### src/rtl/nav_controller_if.sv
// nav_controller_if: command/range inputs and motor-drive outputs of nav_controller
// Signals: enable_i, turn_mode_i, dist_i, dist_valid_i, duty1_i, duty2_i toward the controller;
//   dir1_o, dir2_o, duty1_o, duty2_o, state_o, close_o from the controller.
// Modports: master drives commands and samples (bench/host), slave is the controller.
interface nav_controller_if;
  logic enable_i;
  logic turn_mode_i;
  logic [15:0] dist_i;
  logic dist_valid_i;
  logic [7:0] duty1_i;
  logic [7:0] duty2_i;
  logic dir1_o;
  logic dir2_o;
  logic [7:0] duty1_o;
  logic [7:0] duty2_o;
  logic [2:0] state_o;
  logic close_o;
  modport master (
    output enable_i, turn_mode_i, dist_i, dist_valid_i, duty1_i, duty2_i,
    input dir1_o, dir2_o, duty1_o, duty2_o, state_o, close_o
  );
  modport slave (
    input enable_i, turn_mode_i, dist_i, dist_valid_i, duty1_i, duty2_i,
    output dir1_o, dir2_o, duty1_o, duty2_o, state_o, close_o
  );
endinterface

### src/rtl/nav_controller.sv
// nav_controller: obstacle-avoiding drive FSM fed by a median-filtered ultrasonic range
// Ports: clk_i system clock; rst_ni async active-low reset;
//   bus (slave): enable_i, turn_mode_i, dist_i/dist_valid_i, duty1_i/duty2_i in;
//   dir1_o/dir2_o, duty1_o/duty2_o, state_o, close_o out.
module nav_controller #(
  parameter int unsigned TICK_DIV = 50000,
  parameter int unsigned CLOSE_CM = 20,
  parameter int unsigned FAR_CM = 25,
  parameter int unsigned BRAKE_MS = 100,
  parameter int unsigned BACK_MS = 500,
  parameter int unsigned TURN_MS = 800
) (
  input logic clk_i,
  input logic rst_ni,
  nav_controller_if.slave bus
);
  localparam int unsigned TW = $clog2(TICK_DIV);
  localparam logic [TW-1:0] TICK_MAX = TW'(TICK_DIV - 1);
  localparam logic [15:0] CLOSE_T = 16'(CLOSE_CM);
  localparam logic [15:0] FAR_T = 16'(FAR_CM);
  localparam logic [15:0] BRAKE_T = 16'(BRAKE_MS);
  localparam logic [15:0] BACK_T = 16'(BACK_MS);
  localparam logic [15:0] TURN_T = 16'(TURN_MS);
  typedef enum logic [2:0] {IDLE = 3'd0, FWD = 3'd1, BRAKE = 3'd2, BACK = 3'd3, TURN = 3'd4} state_e;
  state_e state_q, state_d;
  logic [2:0][15:0] hist_q, hist_d;
  logic [1:0] cnt_q, cnt_d;
  logic close_q, close_d;
  logic [TW-1:0] tick_q, tick_d;
  logic [15:0] timer_q, timer_d;
  logic [1:0] dir_q, dir;
  logic [15:0] duty;
  logic [15:0] med;
  logic tick;
  always_ff @(posedge clk_i or negedge rst_ni)
    if (!rst_ni) begin
      state_q <= IDLE;
      hist_q <= '0;
      cnt_q <= '0;
      close_q <= 1'b0;
      tick_q <= '0;
      timer_q <= '0;
      dir_q <= 2'b11;
    end else begin
      state_q <= state_d;
      hist_q <= hist_d;
      cnt_q <= cnt_d;
      close_q <= close_d;
      tick_q <= tick_d;
      timer_q <= timer_d;
      dir_q <= dir;
    end
  assign med = (hist_q[0] >= hist_q[1])
    ? ((hist_q[1] >= hist_q[2]) ? hist_q[1] : (hist_q[0] >= hist_q[2]) ? hist_q[2] : hist_q[0])
    : ((hist_q[0] >= hist_q[2]) ? hist_q[0] : (hist_q[1] >= hist_q[2]) ? hist_q[2] : hist_q[1]);
  assign tick = tick_q == TICK_MAX;
  // Hysteresis is re-evaluated every cycle on the held median; that is idempotent between strobes.
  always_comb begin
    hist_d = bus.dist_valid_i ? {hist_q[1:0], bus.dist_i} : hist_q;
    cnt_d = (bus.dist_valid_i && cnt_q != 2'd3) ? cnt_q + 2'd1 : cnt_q;
    close_d = (cnt_q != 2'd3) ? 1'b0 : (med < CLOSE_T) ? 1'b1 : (med >= FAR_T) ? 1'b0 : close_q;
    tick_d = tick ? '0 : tick_q + 1'b1;
  end
  always_comb begin
    state_d = state_q;
    dir = 2'b11;
    duty = '0;
    case (state_q)
      IDLE: state_d = FWD;
      FWD: begin
        duty = {bus.duty1_i, bus.duty2_i};
        if (close_q) state_d = BRAKE;
      end
      BRAKE: begin
        dir = dir_q;
        if (timer_q == BRAKE_T) state_d = bus.turn_mode_i ? TURN : BACK;
      end
      BACK: begin
        dir = 2'b00;
        duty = {bus.duty1_i, bus.duty2_i};
        if (!close_q && timer_q >= BACK_T) state_d = FWD;
      end
      TURN: begin
        dir = 2'b01;
        duty = {bus.duty1_i, bus.duty2_i};
        if (timer_q == TURN_T) state_d = FWD;
      end
      default: state_d = IDLE;
    endcase
    if (!bus.enable_i) state_d = IDLE;
    // Entry reload wins over a coincident tick; BACK restarts its wait while the obstacle persists.
    timer_d = (state_d != state_q || (state_q == BACK && close_q)) ? '0
      : (tick && timer_q != '1) ? timer_q + 16'd1 : timer_q;
  end
  assign bus.state_o = state_q;
  assign {bus.dir1_o, bus.dir2_o} = dir;
  assign {bus.duty1_o, bus.duty2_o} = duty;
  assign bus.close_o = close_q;
endmodule
### src/flat_wrapper.sv
// flat-port wrapper written by rule: the top's interface ports become plain ports
module nav_controller_flat 
#(
  parameter int unsigned TICK_DIV = 50000,
  parameter int unsigned CLOSE_CM = 20,
  parameter int unsigned FAR_CM = 25,
  parameter int unsigned BRAKE_MS = 100,
  parameter int unsigned BACK_MS = 500,
  parameter int unsigned TURN_MS = 800
)
  (clk_i, rst_ni, bus_enable_i, bus_turn_mode_i, bus_dist_i, bus_dist_valid_i, bus_duty1_i, bus_duty2_i, bus_dir1_o, bus_dir2_o, bus_duty1_o, bus_duty2_o, bus_state_o, bus_close_o);
  nav_controller_if bus_i ();
  input logic clk_i;
  input logic rst_ni;
  input wire logic [$bits(bus_i.enable_i)-1:0] bus_enable_i;
  input wire logic [$bits(bus_i.turn_mode_i)-1:0] bus_turn_mode_i;
  input wire logic [$bits(bus_i.dist_i)-1:0] bus_dist_i;
  input wire logic [$bits(bus_i.dist_valid_i)-1:0] bus_dist_valid_i;
  input wire logic [$bits(bus_i.duty1_i)-1:0] bus_duty1_i;
  input wire logic [$bits(bus_i.duty2_i)-1:0] bus_duty2_i;
  output wire logic [$bits(bus_i.dir1_o)-1:0] bus_dir1_o;
  output wire logic [$bits(bus_i.dir2_o)-1:0] bus_dir2_o;
  output wire logic [$bits(bus_i.duty1_o)-1:0] bus_duty1_o;
  output wire logic [$bits(bus_i.duty2_o)-1:0] bus_duty2_o;
  output wire logic [$bits(bus_i.state_o)-1:0] bus_state_o;
  output wire logic [$bits(bus_i.close_o)-1:0] bus_close_o;
  assign bus_i.enable_i = bus_enable_i;
  assign bus_i.turn_mode_i = bus_turn_mode_i;
  assign bus_i.dist_i = bus_dist_i;
  assign bus_i.dist_valid_i = bus_dist_valid_i;
  assign bus_i.duty1_i = bus_duty1_i;
  assign bus_i.duty2_i = bus_duty2_i;
  assign bus_dir1_o = bus_i.dir1_o;
  assign bus_dir2_o = bus_i.dir2_o;
  assign bus_duty1_o = bus_i.duty1_o;
  assign bus_duty2_o = bus_i.duty2_o;
  assign bus_state_o = bus_i.state_o;
  assign bus_close_o = bus_i.close_o;
  nav_controller #(.TICK_DIV(TICK_DIV), .CLOSE_CM(CLOSE_CM), .FAR_CM(FAR_CM), .BRAKE_MS(BRAKE_MS), .BACK_MS(BACK_MS), .TURN_MS(TURN_MS)) u_core (.clk_i(clk_i), .rst_ni(rst_ni), .bus(bus_i));
endmodule
### config.mk
export PLATFORM = sky130hd
export DESIGN_NAME = nav_controller_flat
export DESIGN_NICKNAME = d
export VERILOG_FILES = /design/src/rtl/nav_controller_if.sv /design/src/rtl/nav_controller.sv /design/src/flat_wrapper.sv
export SDC_FILE = /design/constraint.sdc
export NUM_CORES = 1
export LEC_CHECK = 0
export CORE_ASPECT_RATIO = 0.6
export CORE_MARGIN = 2
export CORE_UTILIZATION = 57
export CTS_CLUSTER_DIAMETER = 30
export CTS_CLUSTER_SIZE = 12
export DETAILED_ROUTE_END_ITERATION = 10
export PLACE_DENSITY = 0.81
export SLEW_MARGIN = 20
export SYNTH_ARGS = -nofsm -noshare
export SYNTH_HDL_FRONTEND = slang
export SYNTH_SLANG_ARGS = --single-unit
### constraint.sdc
create_clock -name clk_i -period 3.4 [get_ports clk_i]
set_input_delay 0.68 -clock clk_i [delete_from_list [all_inputs] [get_ports clk_i]]
set_output_delay 0.68 -clock clk_i [all_outputs]
set_load 0.005 [all_outputs]
==> impl_metrics.ini, run 1 <==
[run_status]
status = completed

[placed_design]
routabilityCongestion = 0.879
hpwl_microns = 9290
placed_cell_area_sq_um = 5840
io_buffers = 58
post-place-cells = 695

[synth]
synthTopCellsByCount = 86 x dfrtp_1, 61 x nand2_1, 52 x ha_1, 45 x inv_1, 45 x o21ai_0
yosys.cell_types.count = 57
synth_top_family_by_area = simple AND/OR/NAND/NOR gates
synthMuxAreaShare_pct = 4.29
synth-compound-area-share_pct = 12.6
async_reset_ff_share_pct = 100
synth_area_leader_cell = dfrtp_1
synth-simple-area-share_pct = 18.1
yosysTopAreaCellShare_pct = 41.9
yosysSeqAreaShare_pct = 43.0
yosys.area_share.xor_xnor_pct = 4.95
synth_most_common_cell = dfrtp_1
synth.avg_cell_area_sq_um = 9.65
yosys_most_used_dff = dfrtp_1
synth.ff_latch_count = 88
synth_area_leaders = dfrtp_1 42%, ha_1 13%, nand2_1 4.5%, o21ai_0 4.4%, mux2_2 3.5%
syn-cell-area_sq_um = 5130
syn_inst = 532
synth-edff-count = 0
synth_fa_ha_area_share_pct = 12.7
ys_warn_count = 0
synthesis.nets = 621

[layout]
design_area_sq_um = 6170
area_growth_pct = 20.3
layout-drive-gt1-share_pct = 10.0
final_cells = 712
antenna_cells = 0
nets = 684
fillers = 595

[sta]
skew_ns = 0.00620
timing.fmax_mhz = 318
fin_crit_sh_pct = 92.5
finalHoldViolCount = 0
setup_viol = 0
fin_tns_setup_ns = 0
rsz0062_at_grt = false
hold_ws_ns = 0.384
min_period_ns = 3.15
worst_pin_slew_ns = 0.745
maxSlewViolCount = 0
relSlewSlack_pct = 50.3

[power_and_ir_drop]
peakVddDrop_uv = 309
p_leak_nw = 2.69
total_power_w = 0.00310
power.density_nw_per_um2 = 502

[flow_run]
drv_cap = 0

[clock_network]
cts.sinks = 88
clkTransAtPathRegs_ns = 0.07
clk_latency_ns = 0.35
cts_tree = yes
cts.htree.levels = 3
cts_root_buffer = clkbuf_16
max-clock-path-buffers = 2
cts_hold_buffers = 0
cts_buffers = 9

[worst_setup_path]
crit_arrival_ns = 3.42
reg2reg_slack_ns = 0.25
worstReg2RegEnd = u_core.bus.close_o$_DFFE_PN0P_
reg2reg_from = u_core.hist_q[0]$_DFFE_PN0P_
start_kind = register
end_kind = register
r2r_cells = 12
crit_fanout = 5
critical_path_class = reg2reg
required_ns = 3.68

[routing]
post-route-drc-count = 0
ant_nets = 0
vias = 4223
vias_per_cell = 5.93
dr.pass1.iters = 5
drt_wl_total_microns = 12400
drt_iter0_drc = 398
wire_per_inst_microns = 17.5

[floorplanning]
fp.dieW_microns = 126
num_io_pins = 59
dieHeight_microns = 77.5
start_util_pct = 59.5
core_sq_um = 8620
die-area_sq_um = 9800
rows = 26

[global_route]
grt_overflow = 0
grt_pass1_wl_microns = 20800
grt_max_degree = 83
antenna_found_initial = 0
first_global_vias = 4186
track_usage_pct = 26.9

[worst_hold_path]
hp-class = in2async
==> worst max-delay path: stages (launching register included) <==
cell,delay (ns)
dfrtp_1,0.36
inv_1,0.08
ha_1,0.30
nand2b_1,0.14
a2111oi_1,0.38
a2111oi_0,0.13
or4_1,0.51
nand2_1,0.19
nand2_1,0.13
mux2i_4,0.24
a222oi_1,0.15
a221o_1,0.31
a31oi_1,0.15
==> power by group <==
part	internal [W]	switching (W)
clock	0.000577	0.000436
sequential	0.00114	0.000117
combinational	0.000389	0.000440
total	0.00211	0.000994
==> final cells by class <==
class	count	area, sq um	area share, %
clock buffers	9	225	3.65
clock inverters	7	77.6	1.26
inverters	45	169	2.74
multi-input cells	387	2730	44.2
flip-flops and latches	88	2200	35.7
well taps	112	140	2.27
repair buffers	64	631	10.2
==> worst max-delay path by stage <==
stage                                               start                        endpoint  slack [ns]
after global routing         u_core.hist_q[0]$_DFFE_PN0P_  u_core.bus.close_o$_DFFE_PN0P_        0.02
after global placement       u_core.hist_q[0]$_DFFE_PN0P_  u_core.bus.close_o$_DFFE_PN0P_        0.40
after CTS                 u_core.bus.state_o[0]$_DFF_PN0_                  bus_duty1_o[3]        0.12
after detailed placement     u_core.hist_q[3]$_DFFE_PN0P_  u_core.bus.close_o$_DFFE_PN0P_        0.23
final                        u_core.hist_q[0]$_DFFE_PN0P_  u_core.bus.close_o$_DFFE_PN0P_        0.25
after floorplan              u_core.hist_q[0]$_DFFE_PN0P_  u_core.bus.close_o$_DFFE_PN0P_        0.58
==> metrics by stage <==
stage                     utilization, %  worst slack (ns)
after floorplan                        -             0.580
after global placement              67.7             0.401
after detailed placement            67.7             0.226
after CTS                           71.2             0.118
after global routing                71.6            0.0167
final                               71.6             0.254
==> timing repair <==
item	CTS	global route
setup buffers	0	1
endpoints found under the setup margin	0	1
gates resized for setup	0	4
==> sequential cells by signal, summed over array words and instances (netlist names) <==
name,cells
u_core.bus.state_o,3
u_core.timer_q,16
u_core.dir_q,2
u_core.tick_q,16
u_core.bus.close_o,1
u_core.cnt_q,2
u_core.hist_q,48
==> metal layers <==
metal  up-vias  GRT usage, %  share of wire, %
li1       1998             -                 -
met5         -             0                 0
met4         0          5.71               1.2
met1      2006          40.2                46
met2       198          37.5                41
met3        21          9.72                12
==> layout by cell type, fill, tap and decap left out, drive strengths merged, types with 3 or more instances in the layout <==
| cell type | count |
|---|---|
| clkbuf | 9 |
| nor2b | 18 |
| mux2i | 4 |
| nor4 | 10 |
| ha | 52 |
| a21o | 8 |
| o21ai | 48 |
| mux2 | 16 |
| dfrtp | 86 |
| a2111oi | 5 |
| a21oi | 17 |
| nor3 | 7 |
| nand2 | 61 |
| xor2 | 10 |
| nand4 | 15 |
| o41ai | 3 |
| inv | 48 |
| xnor2 | 19 |
| clkdlybuf4s50 | 56 |
| buf | 8 |
| nand2b | 4 |
| or3 | 4 |
| nor2 | 40 |
| nand3 | 15 |
==> cell families after synthesis <==
family                     after synthesis
AOI/OAI and AO/OA                      101
xor gates and xnor gates                29
adders and majority gates               52
buffers and inverters                   57
DFF                                     88
muxes                                   20
and+or+nand+nor                        185
(Power assumes the default switching activity.)
==> run 2: changes to the inputs <==
--- a/config.mk
+++ b/config.mk
@@ -6,12 +6,12 @@
 export NUM_CORES = 1
 export LEC_CHECK = 0
 export CORE_ASPECT_RATIO = 0.6
-export CORE_MARGIN = 2
 export CORE_UTILIZATION = 57
 export CTS_CLUSTER_DIAMETER = 30
 export CTS_CLUSTER_SIZE = 12
 export DETAILED_ROUTE_END_ITERATION = 10
 export PLACE_DENSITY = 0.81
+export SETUP_SLACK_MARGIN = 0.5
 export SLEW_MARGIN = 20
 export SYNTH_ARGS = -nofsm -noshare
 export SYNTH_HDL_FRONTEND = slang
==> run 2 against run 1 <==
  * Final area rose by 4.0%
  * Sequential share of layout area fell by 1.2 points
  * Critical endpoint unchanged
  * Flip-flop and latch count did not move
==> impl_metrics.ini, run 2 (synthesized netlist as in run 1, its figures left out) <==
[run_status]
status = completed

[routing]
post-route-drc-count = 0
wire_per_inst_microns = 18.1
drt_iter0_drc = 318
vias = 4294
drt_wl_total_microns = 13100
dr.pass1.iters = 5
vias_per_cell = 5.93
ant_nets = 0

[worst_setup_path]
start_kind = register
end_kind = register
path_common_cell = a21o_1
crit_arrival_ns = 3.15
cp_slowest_cell = dfrtp_1
cp_cell_sequence = ha_1 > a21o_1 > a21o_1 > a211oi_1 > o31a_1 > buf_4 > nand2_1 > o22ai_2 > a222oi_1 > a221o_1 > a31oi_1
crit_fanout = 5
critical_path_class = reg2reg
slowest_delay_ns = 0.46
required_ns = 3.67

[power_and_ir_drop]
total_power_w = 0.00320
power.density_nw_per_um2 = 499
peakVddDrop_uv = 275
p_leak_nw = 2.75

[clock_network]
cts_tree = yes
cts_root_buffer = clkbuf_16
max-clock-path-buffers = 2
cts.htree.levels = 3
clk_latency_ns = 0.35
clkTransAtPathRegs_ns = 0.07
cts_buffers = 9
cts_hold_buffers = 0
cts.sinks = 88

[layout]
antenna_cells = 0
layout-drive-gt1-share_pct = 17.5
design_area_sq_um = 6420
multi_input_area_sq_um = 2890
nets = 696
fillers = 582
area_growth_pct = 25.0
layout_common_cells = 77 x dfrtp_1, 60 x nand2_1, 56 x clkdlybuf4s50_1, 46 x ha_1, 42 x o21ai_0
reg.largest.list = u_core.hist_q x48, u_core.tick_q x16, u_core.timer_q x16
top_register = u_core.hist_q
regArea_sq_um = 2220
largest_register_ff_count = 48
layout_commonest_cell = dfrtp_1

[placed_design]
place_ws_ns = 0.189
io_buffers = 58
hpwl_microns = 9410
routabilityCongestion = 0.917
placed_cell_area_sq_um = 5830

[sta]
skew_ns = 0.00817
setup_ws_ns = 0.516
hold_ws_ns = 0.253
min_period_ns = 2.88
worst_pin_slew_ns = 0.605
rsz0062_at_grt = true
maxSlewViolCount = 0
relSlewSlack_pct = 59.6
finalHoldViolCount = 0
setup_viol = 0
fin_crit_sh_pct = 84.8
timing.fmax_mhz = 347
fin_tns_setup_ns = 0

[floorplanning]
dieHeight_microns = 75.5
rows = 26
start_util_pct = 59.5
core_sq_um = 8620
fp.dieW_microns = 124
num_io_pins = 59
die-area_sq_um = 9400

[global_route]
grt_pass1_wl_microns = 20900
first_global_vias = 4167
antenna_found_initial = 0
grt_max_degree = 65
track_usage_pct = 29.0
grt_overflow = 0

[worst_hold_path]
hp-class = in2async

[flow_run]
drv_cap = 0
## run 2: changes by cell type in the layout (fill, tap and decap cells not counted), sizes merged
cell,before,now
buf,8,20
clkinv,2,0
inv,48,50
bufinv,1,0
clkinvlp,1,2
## run 2: power breakdown
group	internal [W]	total, W	switching, W
Sequential	0.00114	0.00127	0.000124
Combinational	0.000476	0.000973	0.000496
Clock	0.000511	0.000964	0.000453
## run 2: per-stage QoR
step           std cells  utilization [%]
2_1_floorplan        532                -
3_3_place_gp         696             67.7
3_5_place_dp         696             67.7
4_1_cts              718             72.0
5_1_grt              724             74.4
6_report             724             74.4
## run 2: worst paths after layout
path	start	to	slack (ns)	cells past startpoint
worst max-delay path	u_core.hist_q[13]$_DFFE_PN0P_	u_core.bus.close_o$_DFFE_PN0P_	0.52	11
worst min-delay path	rst_ni	u_core.hist_q[44]$_DFFE_PN0P_	0.25	1
worst max register to register	u_core.hist_q[13]$_DFFE_PN0P_	u_core.bus.close_o$_DFFE_PN0P_	0.52	11
worst min register to register	u_core.tick_q[0]$_DFF_PN0_	u_core.tick_q[0]$_DFF_PN0_	0.49	1
max in group asynchronous	rst_ni	u_core.hist_q[3]$_DFFE_PN0P_	2.40	2
min in group clk_i	u_core.tick_q[0]$_DFF_PN0_	u_core.tick_q[0]$_DFF_PN0_	0.49	1
## run 2: final cells by class
class                      instances  area share, %
clock buffer                       9           3.51
clock inverter                     7          0.956
inverter                          45           2.63
multi-input combinational        387           45.1
sequential                        88           34.5
tap                              112           2.18
timing repair buffer              76           11.1
## run 2: routing by layer
metal | vias to the layer above | wire length [microns] | GRT usage, %
met5 | - | 0 | 0
met4 | 0 | 210 | 8.17
met3 | 28 | 1120 | 7.37
met2 | 190 | 5640 | 46.0
met1 | 2059 | 6130 | 40.2
li1 | 2017 | - | -
## run 2: repair_timing
action	4_1_cts	5_1_grt
pin swaps	5	11
endpoints found under the setup margin	17	33
buffers inserted	6	6
resized for setup	14	37
gates cloned	0	0
## run 2: critical path, delay by kind of cell, from the launching register on
family,cells,cell delay (ns)
buffers and inverters,1,0.15
adders and majority gates,1,0.34
and+or+nand+nor,1,0.06
DFF,1,0.46
AOI/OAI and AO/OA,8,1.78
==> run 3: changes to the inputs <==
--- a/config.mk
+++ b/config.mk
@@ -6,11 +6,11 @@
 export NUM_CORES = 1
 export LEC_CHECK = 0
 export CORE_ASPECT_RATIO = 0.6
-export CORE_UTILIZATION = 57
+export CORE_UTILIZATION = 51
 export CTS_CLUSTER_DIAMETER = 30
 export CTS_CLUSTER_SIZE = 12
 export DETAILED_ROUTE_END_ITERATION = 10
-export PLACE_DENSITY = 0.81
+export PLACE_DENSITY = 0.77
 export SETUP_SLACK_MARGIN = 0.5
 export SLEW_MARGIN = 20
 export SYNTH_ARGS = -nofsm -noshare
==> constraint.sdc (replaced) <==
create_clock -name clk_i -period 2.35 [get_ports clk_i]
set_input_delay 0.47 -clock clk_i [delete_from_list [all_inputs] [get_ports clk_i]]
set_output_delay 0.47 -clock clk_i [all_outputs]
set_load 0.005 [all_outputs]
==> run 3 against run 2 <==
  * Register-to-register slack worse by 1.1 ns
  * The run now ends with setup timing left
  * Sequential share of layout area is 6.2 points lower
  * Largest cell class unchanged
  * Global-route usage increased by 4.8 points
  * Clock skew rose by 0.0023 ns
  * Worst setup slack got worse by 1.1 ns
==> impl_metrics.ini, run 3 (synthesized netlist as in run 1, its figures left out) <==
[floorplanning]
core_sq_um = 9460
die-area_sq_um = 10500
rows = 27
start_util_pct = 54.2
fp.dieW_microns = 131
dieHeight_microns = 79.7
num_io_pins = 59

[clock_network]
max-clock-path-buffers = 2
clkTransAtPathRegs_ns = 0.07
cts.htree.levels = 3
cts_buffers = 9
cts_root_buffer = clkbuf_16
cts_tree = yes
cts.sinks = 88
cts_hold_buffers = 0
clk_latency_ns = 0.35

[routing]
post-route-drc-count = 0
drt_wl_total_microns = 20700
vias = 5513
ant_nets = 0
dr.pass1.iters = 8
wire_per_inst_microns = 23.7
drt_iter0_drc = 843
vias_per_cell = 6.31

[layout]
nets = 828
multi_input_area_sq_um = 3200
layout-drive-gt1-share_pct = 38.3
antenna_cells = 0
top_register = u_core.hist_q
largest_register_ff_count = 48
area_growth_pct = 51.6
design_area_sq_um = 7780
layout_common_cells = 122 x buf_4, 83 x dfrtp_1, 58 x nand2_1, 46 x ha_1, 43 x o21ai_0
fillers = 461
layout_commonest_cell = buf_4
reg.largest.list = u_core.hist_q x48, u_core.tick_q x16, u_core.timer_q x16
regArea_sq_um = 2210
final_cells = 874

[worst_setup_path]
r2r_cells = 13
crit_fanout = 5
startpoint = u_core.hist_q[45]$_DFFE_PN0P_
end_kind = register
start_kind = register
cp_top_family = compound AO/OA/AOI/OAI gates
critical_path_class = reg2reg
slowest_delay_ns = 0.40
cp_cell_sequence = inv_2 > ha_4 > a21oi_1 > o21ai_0 > buf_4 > a211o_1 > nor4_2 > or3_4 > nand3_2 > o22ai_4 > a222oi_1 > a221o_1 > a31oi_1
reg2reg_slack_ns = -0.57
reg2reg_from = u_core.hist_q[45]$_DFFE_PN0P_
worstReg2RegEnd = u_core.bus.close_o$_DFFE_PN0P_
crit_buf_inv = 2
required_ns = 2.61
cp_slowest_cell = dfrtp_1
crit_arrival_ns = 3.18

[placed_design]
hpwl_microns = 11000
routabilityCongestion = 0.908
placed_cell_area_sq_um = 6650
post-place-cells = 810
io_buffers = 58
place_ws_ns = -0.662

[worst_hold_path]
hp-class = in2async

[sta]
worst_pin_slew_ns = 0.581
min_period_ns = 2.92
setup_viol = 18
finalHoldViolCount = 0
maxSlewViolCount = 0
setup_ws_ns = -0.570
timing.fmax_mhz = 342
relSlewSlack_pct = 60.9
skew_ns = 0.0104
fin_crit_sh_pct = 124
rsz0062_at_grt = true

[run_status]
violations = setup timing
status = finished with violations

[global_route]
first_global_vias = 5105
grt_max_degree = 82
grt_pass1_wl_microns = 26800
antenna_found_initial = 0
track_usage_pct = 33.8
grt_overflow = 0

[flow_run]
drv_cap = 0

[power_and_ir_drop]
power.density_nw_per_um2 = 691
peakVddDrop_uv = 456
p_leak_nw = 3.55
total_power_w = 0.00537
-- run 3: metrics by stage --
stage / util, % / hold slack [ns] / TNS (ns)
after floorplan: - / 0.174 / -2.02
after global placement: 70.3 / 0.444 / -6.33
after detailed placement: 70.3 / 0.447 / -9.62
after CTS: 78.1 / 0.0849 / -4.23
after global routing: 82.3 / 0.0970 / -10.04
final: 82.3 / 0.0706 / -8.36
-- run 3: layer usage --
layer	global-route usage (%)	part of all wire (%)	up-vias
met5	0	0	-
met4	10.1	5.9	0
met3	11.6	13	157
met2	53.4	43	466
met1	44.0	38	2611
li1	-	-	2279
-- run 3: worst max-delay path by stage --
| stage | slack (ns) | depth (start not counted) | endpoint |
|---|---|---|---|
| 2_1_floorplan | -0.30 | 12 | u_core.bus.close_o$_DFFE_PN0P_ |
| 4_1_cts | -0.42 | 12 | u_core.bus.close_o$_DFFE_PN0P_ |
| 5_1_grt | -0.71 | 13 | u_core.bus.close_o$_DFFE_PN0P_ |
| 3_5_place_dp | -0.66 | 11 | u_core.bus.close_o$_DFFE_PN0P_ |
| 6_report | -0.57 | 13 | u_core.bus.close_o$_DFFE_PN0P_ |
| 3_3_place_gp | -0.60 | 11 | u_core.bus.close_o$_DFFE_PN0P_ |
-- run 3: cell type report --
| class | instances | share of cell area [%] |
|---|---|---|
| Inverter | 45 | 2.24 |
| Sequential cell | 88 | 28.4 |
| Tap cell | 130 | 2.09 |
| Clock buffer | 10 | 2.94 |
| Timing Repair Buffer | 207 | 22.7 |
| Multi-Input combinational cell | 388 | 41.1 |
| Clock inverter | 6 | 0.579 |
-- run 3: power by group --
part           switching [W]  internal, W
clock network       0.000634     0.000721
logic                0.00114      0.00109
registers           0.000135      0.00165
total                0.00191      0.00346
-- run 3: timing repair --
action,CTS,global route
cloned,1,0
pin swaps,14,11
gates resized for setup,143,60
buffers inserted,31,16
setup endpoints to repair,41,42
-- run 3: worst reg2reg max path, stage by stage (launching register included) --
cell and delay [ns]:
dfrtp_1 0.40, inv_2 0.12, ha_4 0.22, a21oi_1 0.19
o21ai_0 0.16, buf_4 0.17, a211o_1 0.29, nor4_2 0.21
or3_4 0.21, nand3_2 0.11, o22ai_4 0.19, a222oi_1 0.11
a221o_1 0.33, a31oi_1 0.12
